### config.mk
export PLATFORM = sky130hd
export DESIGN_NAME = nand_alu_arbiter
export DESIGN_NICKNAME = d
export VERILOG_FILES = /design/src/rtl/nand_alu_arbiter.sv
export SDC_FILE = /design/constraint.sdc
export NUM_CORES = 1
export LEC_CHECK = 0
export ABC_CLOCK_PERIOD_IN_PS = 2070
export CORE_MARGIN = 4
export CORE_UTILIZATION = 45
export CTS_CLUSTER_SIZE = 16
export DETAILED_ROUTE_END_ITERATION = 16
export GPL_TIMING_DRIVEN = 0
export PLACE_DENSITY = 0.77
export SYNTH_ARGS = -nofsm -noshare
export SYNTH_HDL_FRONTEND = slang
export SYNTH_SLANG_ARGS = --single-unit
### constraint.sdc
create_clock -name clk -period 2.07 [get_ports clk]
set_input_delay 0.3105 -clock clk [delete_from_list [all_inputs] [get_ports clk]]
set_output_delay 0.3105 -clock clk [all_outputs]
set_load 0.05 [all_outputs]
### src/rtl/nand_alu_arbiter.sv
// -----------------------------------------------------------------------------
// nand_alu_arbiter
//   Round-robin arbiter and sequencer sharing one NAND-only logic unit among
//   NUM_REQ requesters. A granted requester's opcode and operands are captured
//   in IDLE. The operation runs in EXEC. The result is returned with a
//   one-cycle done pulse in DONE.
//
// Ports
//   clk        rising-edge clock
//   reset_n    asynchronous active-low reset
//   inReq      per-requester request, level-held
//   inOp       per-requester 2-bit opcode, requester i at [2i+1:2i]
//   inA, inB   per-requester WIDTH-bit operands, packed like inOp
//   outGrant   one-hot grant, high during EXEC
//   outDone    one-hot done pulse, high during DONE
//   outResult  last result, held until the next DONE
//   outErr     pulses with outDone for the reserved opcode
//   outBusy    high whenever the FSM is not in IDLE
//
// Configuration
//   NAND_ALU_ARBITER_XOR_EN  defined: opcode 11 is XOR (four NANDs per bit)
//                            and outErr never asserts.
//                            undefined: opcode 11 returns 0 and pulses outErr.
// -----------------------------------------------------------------------------
module nand_alu_arbiter #(
   parameter int unsigned NUM_REQ = 4,
   parameter int unsigned WIDTH   = 4,
   parameter int unsigned IDX_W   = 2
) (
   input  logic                       clk,
   input  logic                       reset_n,
   input  logic [NUM_REQ-1:0]         inReq,
   input  logic [2*NUM_REQ-1:0]       inOp,
   input  logic [WIDTH*NUM_REQ-1:0]   inA,
   input  logic [WIDTH*NUM_REQ-1:0]   inB,
   output logic [NUM_REQ-1:0]         outGrant,
   output logic [NUM_REQ-1:0]         outDone,
   output logic [WIDTH-1:0]           outResult,
   output logic                       outErr,
   output logic                       outBusy
);

   typedef enum logic [1:0] {
      ST_IDLE = 2'b00,
      ST_EXEC = 2'b01,
      ST_DONE = 2'b10
   } state_e;

   localparam logic [1:0] OP_AND = 2'b00;
   localparam logic [1:0] OP_OR  = 2'b01;
   localparam logic [1:0] OP_NOT = 2'b10;
   localparam logic [1:0] OP_RSV = 2'b11;

   // (base + off) mod NUM_REQ, used for the round-robin search and ptr update
   function automatic logic [IDX_W-1:0] wrap_add(input logic [IDX_W-1:0] base,
                                                 input int unsigned      off);
      return IDX_W'((32'(base) + off) % NUM_REQ);
   endfunction

   // ---------------------------------------------------------------------------
   // State
   // ---------------------------------------------------------------------------
   state_e               state_q,  state_d;
   logic [IDX_W-1:0]     ptr_q,    ptr_d;
   logic [IDX_W-1:0]     idx_q,    idx_d;
   logic [1:0]           op_q,     op_d;
   logic [WIDTH-1:0]     a_q,      a_d;
   logic [WIDTH-1:0]     b_q,      b_d;
   logic [NUM_REQ-1:0]   grant_q,  grant_d;
   logic [NUM_REQ-1:0]   done_q,   done_d;
   logic [WIDTH-1:0]     result_q, result_d;
   logic                 err_q,    err_d;
   logic                 busy_q,   busy_d;

   // ---------------------------------------------------------------------------
   // Split the packed request buses into per-requester entries
   // ---------------------------------------------------------------------------
   logic [1:0]       op_arr [NUM_REQ];
   logic [WIDTH-1:0] a_arr  [NUM_REQ];
   logic [WIDTH-1:0] b_arr  [NUM_REQ];

   for (genvar g = 0; g < NUM_REQ; g++) begin : g_split
      assign op_arr[g] = inOp[2*g +: 2];
      assign a_arr[g]  = inA[WIDTH*g +: WIDTH];
      assign b_arr[g]  = inB[WIDTH*g +: WIDTH];
   end

   // ---------------------------------------------------------------------------
   // NAND-only datapath on the captured operands
   // ---------------------------------------------------------------------------
   logic [WIDTH-1:0] nand_ab_c;
   logic [WIDTH-1:0] and_c;
   logic [WIDTH-1:0] not_a_c;
   logic [WIDTH-1:0] not_b_c;
   logic [WIDTH-1:0] or_c;
   logic [WIDTH-1:0] alu_res_c;
   logic             alu_err_c;

   assign nand_ab_c = ~(a_q & b_q);
   assign and_c     = ~(nand_ab_c & nand_ab_c);   // NAND with tied inputs inverts
   assign not_a_c   = ~(a_q & a_q);
   assign not_b_c   = ~(b_q & b_q);
   assign or_c      = ~(not_a_c & not_b_c);       // De Morgan: A|B = ~(~A & ~B)

`ifdef NAND_ALU_ARBITER_XOR_EN
   logic [WIDTH-1:0] xor_a_c;
   logic [WIDTH-1:0] xor_b_c;
   logic [WIDTH-1:0] xor_c;

   // Classic four-NAND XOR, sharing the first NAND with the AND path
   assign xor_a_c = ~(a_q & nand_ab_c);
   assign xor_b_c = ~(b_q & nand_ab_c);
   assign xor_c   = ~(xor_a_c & xor_b_c);
`endif

   // Opcode select
   always_comb begin
      alu_res_c = '0;
      alu_err_c = 1'b0;
      case (op_q)
         OP_AND:  alu_res_c = and_c;
         OP_OR:   alu_res_c = or_c;
         OP_NOT:  alu_res_c = not_a_c;
         OP_RSV: begin
`ifdef NAND_ALU_ARBITER_XOR_EN
            alu_res_c = xor_c;
`else
            alu_err_c = 1'b1;
`endif
         end
         default: alu_res_c = '0;
      endcase
   end

   // ---------------------------------------------------------------------------
   // Round-robin search: first requester at or after ptr, wrapping
   // ---------------------------------------------------------------------------
   logic             req_found_c;
   logic [IDX_W-1:0] req_sel_c;

   always_comb begin
      req_found_c = 1'b0;
      req_sel_c   = '0;
      for (int unsigned k = 0; k < NUM_REQ; k++) begin
         if (!req_found_c && inReq[wrap_add(ptr_q, k)]) begin
            req_found_c = 1'b1;
            req_sel_c   = wrap_add(ptr_q, k);
         end
      end
   end

   // ---------------------------------------------------------------------------
   // Next-state and registered-output logic
   // ---------------------------------------------------------------------------
   always_comb begin
      state_d  = state_q;
      ptr_d    = ptr_q;
      idx_d    = idx_q;
      op_d     = op_q;
      a_d      = a_q;
      b_d      = b_q;
      grant_d  = '0;
      done_d   = '0;
      result_d = result_q;
      err_d    = 1'b0;
      busy_d   = busy_q;

      case (state_q)
         ST_IDLE: begin
            if (req_found_c) begin
               state_d = ST_EXEC;
               idx_d   = req_sel_c;
               op_d    = op_arr[req_sel_c];
               a_d     = a_arr[req_sel_c];
               b_d     = b_arr[req_sel_c];
               grant_d = NUM_REQ'(1) << req_sel_c;
               busy_d  = 1'b1;
            end
         end
         ST_EXEC: begin
            state_d  = ST_DONE;
            result_d = alu_res_c;
            err_d    = alu_err_c;
            done_d   = NUM_REQ'(1) << idx_q;
            busy_d   = 1'b1;
         end
         ST_DONE: begin
            state_d = ST_IDLE;
            ptr_d   = wrap_add(idx_q, 1);
            busy_d  = 1'b0;
         end
         default: begin
            state_d = ST_IDLE;
            busy_d  = 1'b0;
         end
      endcase
   end

   // State and output registers; reset discards any operation in flight
   always_ff @(posedge clk or negedge reset_n) begin
      if (!reset_n) begin
         state_q  <= ST_IDLE;
         ptr_q    <= '0;
         idx_q    <= '0;
         op_q     <= '0;
         a_q      <= '0;
         b_q      <= '0;
         grant_q  <= '0;
         done_q   <= '0;
         result_q <= '0;
         err_q    <= 1'b0;
         busy_q   <= 1'b0;
      end else begin
         state_q  <= state_d;
         ptr_q    <= ptr_d;
         idx_q    <= idx_d;
         op_q     <= op_d;
         a_q      <= a_d;
         b_q      <= b_d;
         grant_q  <= grant_d;
         done_q   <= done_d;
         result_q <= result_d;
         err_q    <= err_d;
         busy_q   <= busy_d;
      end
   end

   assign outGrant  = grant_q;
   assign outDone   = done_q;
   assign outResult = result_q;
   assign outErr    = err_q;
   assign outBusy   = busy_q;

endmodule

==> impl_summary.log <==
INFO  metric status = complete, no violations
INFO  metric synthXorXnorAreaFrac = 0%
INFO  metric synth-seq-cells = 30
INFO  metric ctsHtreeMaxLevel = 2
INFO  metric vdd.ir_drop.worst = 0.717 mV
INFO  metric power.switching = 0.00159 W
INFO  metric design.die.area = 0.00476 mm2
INFO  metric layout.cells.most_common = clkdlybuf4s50_1
INFO  metric worst-setup-path-type = reg2reg
INFO  metric timing.hold.worst.class = in2async
INFO  metric yosysSeqAreaShare = 44.8%
INFO  metric rsz0062_at_grt = yes
INFO  metric stdcell_count = 269
INFO  metric die_width = 69.0 um
INFO  metric antenna_found_initial = 0
INFO  metric dp_cells = 257
INFO  metric syn-instance-count = 152
INFO  metric synth_edf_count = 0
INFO  metric fp.coreArea = 0.00347 mm2
INFO  metric grt_pass1_wl = 7.40 mm
INFO  metric top_reg_cell_synth = dfrtp_1
INFO  metric final.fill_count = 262
INFO  metric share_clk_of_total_power = 15.0%
INFO  metric synth_compound_area_share = 17.6%
INFO  metric synthAdderAreaFrac = 2.99%
INFO  metric pre_antenna_drt_iters = 4
INFO  metric antenna_cells_inserted = 0
INFO  metric synth_cell_types = 31
INFO  metric drive_gt1_share = 17.9%
INFO  metric timing.final.hold_violations = 0
INFO  metric p_sw_share = 43.0%
INFO  metric cts_root_buf = clkbuf_8
INFO  metric critPathMaxFanout = 8
INFO  metric fin_crit = 2.05 ns
INFO  metric portBuffers = 59
INFO  metric post_synth.cell_area_avg = 11.0 um2
INFO  metric finalWirelength = 4.59 mm
INFO  metric largest_net_degree_at_the_start_of_global_routing = 31
INFO  metric worst_path_arrival_time = 2.22 ns
INFO  metric detail_route.iter0.violations = 77
INFO  metric worst_skew_pair.late_latency = 0.28 ns
INFO  metric ys.warnings.count = 0
INFO  metric grt_pass1_vias = 1536
INFO  metric use_met2 = 32.4%
INFO  metric async_flop_share = 100%
INFO  metric total_overflow_reported_by_the_global_router = 0
INFO  metric grtUsageTotal = 19.3%
INFO  metric internal_power = 0.00210 W
INFO  metric synth_mux_area_share = 13.5%
INFO  metric cts_tree = done
INFO  metric power_density_cells = 1460 mW/mm2
INFO  metric totalPowerFinal = 0.00369 W
INFO  metric max_slew_margin = 55.4%
INFO  metric post_drt_wl_per_cell = 17.1 um
INFO  metric final-setup-viol-count = 0
INFO  metric clock_pin_transition_on_the_worst_setup_and_hold_timing_paths = 0.07 ns
INFO  metric grtUsageMet1 = 24.8%
INFO  metric routed-via-count = 1478
INFO  metric gpl.final_weighted_congestion = 0.791
INFO  metric worst_setup_path_end_kind = flip-flop
INFO  metric layout.cells.most_common_list = clkdlybuf4s50_1 (56), dfrtp_1 (30), mux2i_1 (17), nor3_1 (11), a211o_1 (10)
INFO  metric design.portCount = 60
INFO  metric cts.path.max_buffers = 2
INFO  metric grt_busiest_layer = met2
INFO  metric effective_utilization_at_floorplan = 48.3%
INFO  metric synth_simple_gate_area_share = 15.5%
INFO  metric syn-cell-area = 0.00168 mm2
INFO  metric cp-start-kind = flip-flop
INFO  metric clock.fmax = 487 MHz
INFO  metric hpwlAfterDp = 3.16 mm
INFO  metric core.rowCount = 21
INFO  metric global_route.usage.met3 = 3.92%
INFO  metric pwr-share-comb = 56.2%
INFO  metric worst_clock_skew = 0.00610 ns
INFO  metric net_count_after_synthesis = 202
INFO  metric total_leakage_power = 1.15 nW
INFO  metric tritoncts.num_buffers = 5
INFO  metric die_height = 69.0 um
INFO  metric final_net_count = 272
INFO  metric worst_slew_pin_tran = 0.669 ns
INFO  metric timing.final.max_slew_violations = 0
INFO  metric drcViolationCount = 0
INFO  metric area_growth_syn_to_layout = 50.9%
INFO  metric final_period_utilization = 99.2%
INFO  metric postRouteAntennaNets = 0
INFO  metric vias_per_cell = 5.49
INFO  metric synth_top_family_by_area = compound AO/OA/AOI/OAI gates
INFO  metric tritoncts_num_sinks = 30
INFO  metric p_seq_share = 28.8%
INFO  metric drv.max_cap_violation_count = 0
INFO  metric timing.critical_path.required = 2.23 ns
[critical path: stages (launching register included)]
cell and delay [ns]:
dfrtp_1 0.38, buf_6 0.14, mux2_4 0.31, o221ai_4 0.23, buf_4 0.18, buf_6 0.14, mux2i_2 0.24, nor3_2 0.05
a211o_1 0.26
[what timing repair did]
item,CTS,global route
gates resized for setup,3,10
hold buffers,0,0
cloned,1,1
buffers inserted,0,2
pin swaps,0,5
setup endpoints to repair,1,13
[cell type report]
type	instances	area, um2	share of cell area (%)
timing repair buffer	63	642	25.4
clock buffer	8	110	4.36
tap	46	57.6	2.28
multi-input combinational	107	868	34.4
buffer	10	80.1	3.17
sequential	30	751	29.7
inverter	5	18.8	0.743
[sequential cells by signal (all words and copies together) (netlist names)]
| signal | cells |
|---|---|
| op_q | 2 |
| b_q | 4 |
| idx_q | 2 |
| a_q | 4 |
| state_q | 2 |
| outDone | 4 |
| outResult | 4 |
| outErr | 1 |
| outGrant | 4 |
| outBusy | 1 |
| ptr_q | 2 |
[cell families (layout without fill, tap and decap cells)]
| group | count (synthesis) | count (layout) |
|---|---|---|
| simple gates | 41 | 41 |
| flops | 30 | 30 |
| fa+ha+maj | 4 | 4 |
| buf+inv | 15 | 86 |
| mux | 22 | 22 |
| compound gates | 40 | 40 |
[routing by layer]
metal  share of wire (%)  routed length, um
met3                 6.2                284
met5                   0                  0
met2                  50               2290
met1                  43               1960
met4                 1.4                 63
[synth_stat cells, drive strengths merged, types with 3 or more instances]
| cell | instances | area [um2] |
|---|---|---|
| dfrtp | 30 | 751 |
| mux2i | 20 | 200 |
| nor3 | 20 | 145 |
| a211o | 10 | 87.6 |
| a21oi | 8 | 40.0 |
| buf | 8 | 67.6 |
| o21a | 8 | 60.1 |
| inv | 5 | 18.8 |
| nor2 | 5 | 18.8 |
| o21ai | 5 | 25.0 |
| o221ai | 5 | 50.0 |
| and2 | 4 | 25.0 |
| ha | 4 | 50.1 |
| nand2 | 3 | 11.3 |
| nand2b | 3 | 18.8 |
[power groups by stage]
stage | Combinational (W) | Clock [W] | Sequential [W]
2_1_floorplan | 0.00103 | 0 | 0.00136
3_3_place_gp | 0.00186 | 0 | 0.00105
3_5_place_dp | 0.00191 | 0 | 0.00106
4_1_cts | 0.00196 | 0.000558 | 0.00106
5_1_grt | 0.00222 | 0.000593 | 0.00110
6_report | 0.00207 | 0.000552 | 0.00106
[worst paths after layout]
path	startpoint	to	slack [ns]	cells after the start
worst min register to register	state_q[1]	outBusy	0.49	1
max in group asynchronous	reset_n	state_q[1]	1.57	1
min in group clk	inReq[0]	outBusy	0.45	3
worst max register to register	ptr_q[1]	op_q[0]	0.02	8
worst max-delay path	ptr_q[1]	op_q[0]	0.02	8
worst min-delay path	reset_n	outBusy	0.06	1
[metrics by stage]
stage	utilization, %	TNS (ns)	worst slack (ns)	area, um2	hold WS [ns]
finish	72.9	0	0.0170	2530	0.0601
global route	72.9	-0.241	-0.0616	2530	0.102
CTS	70.8	0	0.0115	2460	0.494
detailed placement	67.0	-2.93	-0.321	2320	0.484
global placement	67.0	-2.31	-0.246	2320	0.474
floorplan	-	0	0.222	1680	0.0149
No activity file was read; power rests on OpenSTA's default activity.
==> RTL change 1 (same flow settings) <==
Build with the macro `NAND_ALU_ARBITER_XOR_EN` defined.
--- a/src/rtl/nand_alu_arbiter.sv
+++ b/src/rtl/nand_alu_arbiter.sv
@@ -22,6 +22,8 @@
 //                            and outErr never asserts.
 //                            undefined: opcode 11 returns 0 and pulses outErr.
 // -----------------------------------------------------------------------------
+`define NAND_ALU_ARBITER_XOR_EN
+
 module nand_alu_arbiter #(
    parameter int unsigned NUM_REQ = 4,
    parameter int unsigned WIDTH   = 4,
Check against the original RTL: not equivalent (Yosys sat finds a counterexample within 4 cycles, from zero or initial values and one cycle with reset_n low).
==> RTL change 1 against the original RTL <==
- synthesized area is 4.4% higher
- power is 5.3% lower
- cell count is 4.1% higher
- cell area hardly changed
- worst setup slack better by 110 ps
- sequential share of layout area is 0.96 points lower
- non-clock buffer count is 5 lower
- sequential cell count is 1 lower
- wire length is 15% lower
- via count is 0.41% lower
- largest power group unchanged
==> RTL change 1: results (changes against the original RTL) <==
Final Skew: 3.64 ps (-2.46 ps)
fin crit period: 1940 ps (-110 ps)
Seq cells: 29 (-3.3%)
multi-input combinational area share: 36.1% (+1.8 points)
IO buf count: 58 (-1.7%)
Vias/cell: 5.26 (-4.3%)
Non-clock buffers: 68 (-6.8%)
post-synthesis net count: 225 (+11%)
Clk. pwr: 513 uW (-7.1%)
synth-to-layout area growth: 44.3%
NumNets Final: 289 (+6.3%)
register-to-register setup slack: 180 ps (+160 ps)
outcome: finished clean
DP Cell Count: 273 (+6.2%)
clkbuf count: 7 (-1)
WL met1: 1.53 mm (-22%)
gr usage total: 16.7% (-2.5 points)
Final Instance Area: 2520 um^2 (about the same)
Vias: 1472 (-0.41%)
clock network contribution to total cell area: 4.01% (-0.34 points)
inverters: 18 (+13)
Final GP Congestion: 0.750 (-5.2%)
wire length on met2: 2.06 mm (-10%)
Register Area: 726 um^2 (-3.3%)
met3 wire length: 285 um (+0.35%)
Leak: 1.24 nW (+7.6%)
Worst EP arrival: 2100 ps (-120 ps)
largest net degree at the start of global routing: 30 (-3.2%)
Worst Path Max Fanout: 10 (+2)
global routing usage on met2: 30.8% (-1.6 points)
share of layout cells above drive strength 1: 12.9% (-5.0 points)
Max VDD drop: 0.000522 V (-27%)
Slew Limit Headroom: 58.3% (+2.9 points)
Slowest cell on crit path: clkdlybuf4s50_1
CP max stage delay: 530 ps (+150 ps)
hpwl dp: 2.97 mm (-6.1%)
multi-input gate count: 109 (+1.9%)
Int Power: 2.01 mW (-4.2%)
DRT Wirelength: 3.92 mm (-15%)
[RTL change 1: cell types whose count changed in the layout (fill, tap and decap cells not counted), moves of 6 or more]
cell | before | now
o21a_1 | 8 | 1
nor3_1 | 11 | 20
nor3_2 | 9 | 0
nand2_1 | 3 | 9
ha_1 | 4 | 12
inv_1 | 5 | 17
[RTL change 1: how the worst max path moves through the flow]
stage | startpoint | to
floorplan | ptr_q[1] | a_q[3]
global placement | inReq[3] | b_q[2]
detailed placement | inReq[3] | outGrant[0]
CTS | inReq[3] | a_q[0]
global route | ptr_q[1] | a_q[3]
finish | inReq[3] | a_q[0]
[RTL change 1: cells by family (layout without fill, tap and decap cells)]
group,count (synthesis),in the layout,share of synthesized area [%]
AO/OA/AOI/OAI,24,24,10.4
buffers and inverters,29,94,7.87
flip-flops,29,29,41.5
AND/OR/NAND/NOR,44,44,12.4
other,1,1,0.214
multiplexers,28,28,19.1
adder cells (fa/ha/maj),12,12,8.58
==> RTL change 2 (same flow settings) <==
Made on the original files. The 3 states of `state_e` get a one-hot encoding in 3 bits.
--- a/src/rtl/nand_alu_arbiter.sv
+++ b/src/rtl/nand_alu_arbiter.sv
@@ -40,10 +40,10 @@
    output logic                       outBusy
 );
 
-   typedef enum logic [1:0] {
-      ST_IDLE = 2'b00,
-      ST_EXEC = 2'b01,
-      ST_DONE = 2'b10
+   typedef enum logic [2:0] {
+      ST_IDLE = 3'b001,
+      ST_EXEC = 3'b010,
+      ST_DONE = 3'b100
    } state_e;
 
    localparam logic [1:0] OP_AND = 2'b00;
Formal check against the unedited RTL: same outputs for any inputs over 4 cycles, from zero or initial values and one cycle with reset_n low; so few cycles prove little.
==> RTL change 2 against the original RTL <==
- wire length shrank 15%
- via count fell by 5.7%
- die area is 2.9% lower
- synthesized area shrank 3.3%
- power decreased by 17%
- critical path depth is 7 lower
- cell area is 8.5% lower
- critical path type is now reg2out
- sequential cell count increased by 1
- worst setup slack better by 250 ps
==> RTL change 2: results (changes against the original RTL) <==
Max VDD drop: 0.000571 V (-20%)
synth top area cells: dfrtp_1 (46%), mux2i_1 (12%), o221ai_1 (5.4%)
launch point of the critical path: outResult[2]
Synth cell types: 32 (+3.2%)
Initial DRC Count: 48 (-38%)
CP delay by family, top: buffers and inverters
Filler Cells Inserted: 290 (+11%)
reg2reg path depth: 7 (-1)
DRT Wirelength: 3.92 mm (-15%)
PostCTS Resize Cnt: 0 (-3)
reg-to-reg endpoint: b_q[3]
Int Power: 1.69 mW (-19%)
share of layout cells above drive strength 1: 8.89% (-9.0 points)
RR Startpoint: state_q[0]
outcome: finished clean
clock slew at reported path FFs: 90 ps (+20 ps)
worst skew pair latency: 320 ps (+40 ps)
first-pass GRT wire length: 6.41 mm (-13%)
root buffer cell: clkbuf_4
Worst Path Max Fanout: 2 (-6)
Final Skew: 12.1 ps (+5.97 ps)
Vias/cell: 5.14 (-6.4%)
Slowest cell on crit path: clkdlybuf4s50_1
Final GP Congestion: 0.747 (-5.6%)
synth cell count leaders: dfrtp_1 (30), mux2i_1 (20), nand2_1 (18)
==> RTL change 2: metrics by stage <==
stage	TNS [ps]	hold slack (ps)	instances	setup slack [ps]	util [%]
floorplan	0	14.9	158	644	-
global placement	0	462	263	70.4	66.4
detailed placement	-25.9	464	263	-23.7	66.4
CTS	0	474	271	245	67.8
global route	0	45.6	271	187	67.7
finish	0	13.7	271	264	67.7
==> RTL change 2: final cells by class <==
type / count / area share [%]
Tap cell: 46 / 2.49
Clock buffer: 8 / 2.11
Sequential cell: 31 / 33.6
Inverter: 4 / 0.649
Timing Repair Buffer: 59 / 25.3
Buffer: 7 / 1.95
Multi-Input combinational cell: 116 / 33.9
==> RTL change 2: power groups by stage <==
stage | sequential (mW) | combinational (mW) | clock, mW
2_1_floorplan | 1.30 | 0.925 | 0
3_3_place_gp | 1.02 | 1.69 | 0
3_5_place_dp | 1.03 | 1.73 | 0
4_1_cts | 1.02 | 1.74 | 0.328
5_1_grt | 1.05 | 1.89 | 0.358
6_report | 1.02 | 1.72 | 0.324
==> RTL change 2: kinds of logic (layout without fill, tap and decap cells) <==
| family | Yosys count | after routing | synth area share (%) |
|---|---|---|---|
| simple gates | 52 | 52 | 16.9 |
| compound gates | 39 | 39 | 15.4 |
| fa+ha+maj | 5 | 5 | 3.71 |
| mux | 20 | 20 | 12.4 |
| flops | 31 | 31 | 48.0 |
| buf+inv | 11 | 78 | 3.71 |
==> RTL change 2: how the worst min path moves through the flow <==
stage / start / to / slack (ps)
2_1_floorplan: reset_n / a_q[0] / 10
3_3_place_gp: state_q[2] / outBusy / 460
3_5_place_dp: state_q[2] / outBusy / 460
4_1_cts: state_q[2] / outBusy / 470
5_1_grt: reset_n / ptr_q[0] / 50
6_report: reset_n / ptr_q[0] / 10
==> RTL change 2: worst reg2reg max path, delay by kind of cell (launching register included) <==
kind | cells | cell delay (ps)
compound gates | 1 | 170
buf+inv | 2 | 330
simple gates | 4 | 530
flops | 1 | 540
==> RTL change 2: routing by layer <==
layer / vias up / GRT usage, % / part of all wire, % / wire length (um)
li1: 689 / - / - / -
met1: 655 / 23.6 / 43 / 1670
met2: 45 / 31.6 / 51 / 2010
met3: 5 / 4.27 / 4.9 / 193
met4: 0 / 6.70 / 1.3 / 50
met5: - / 0 / 0 / 0
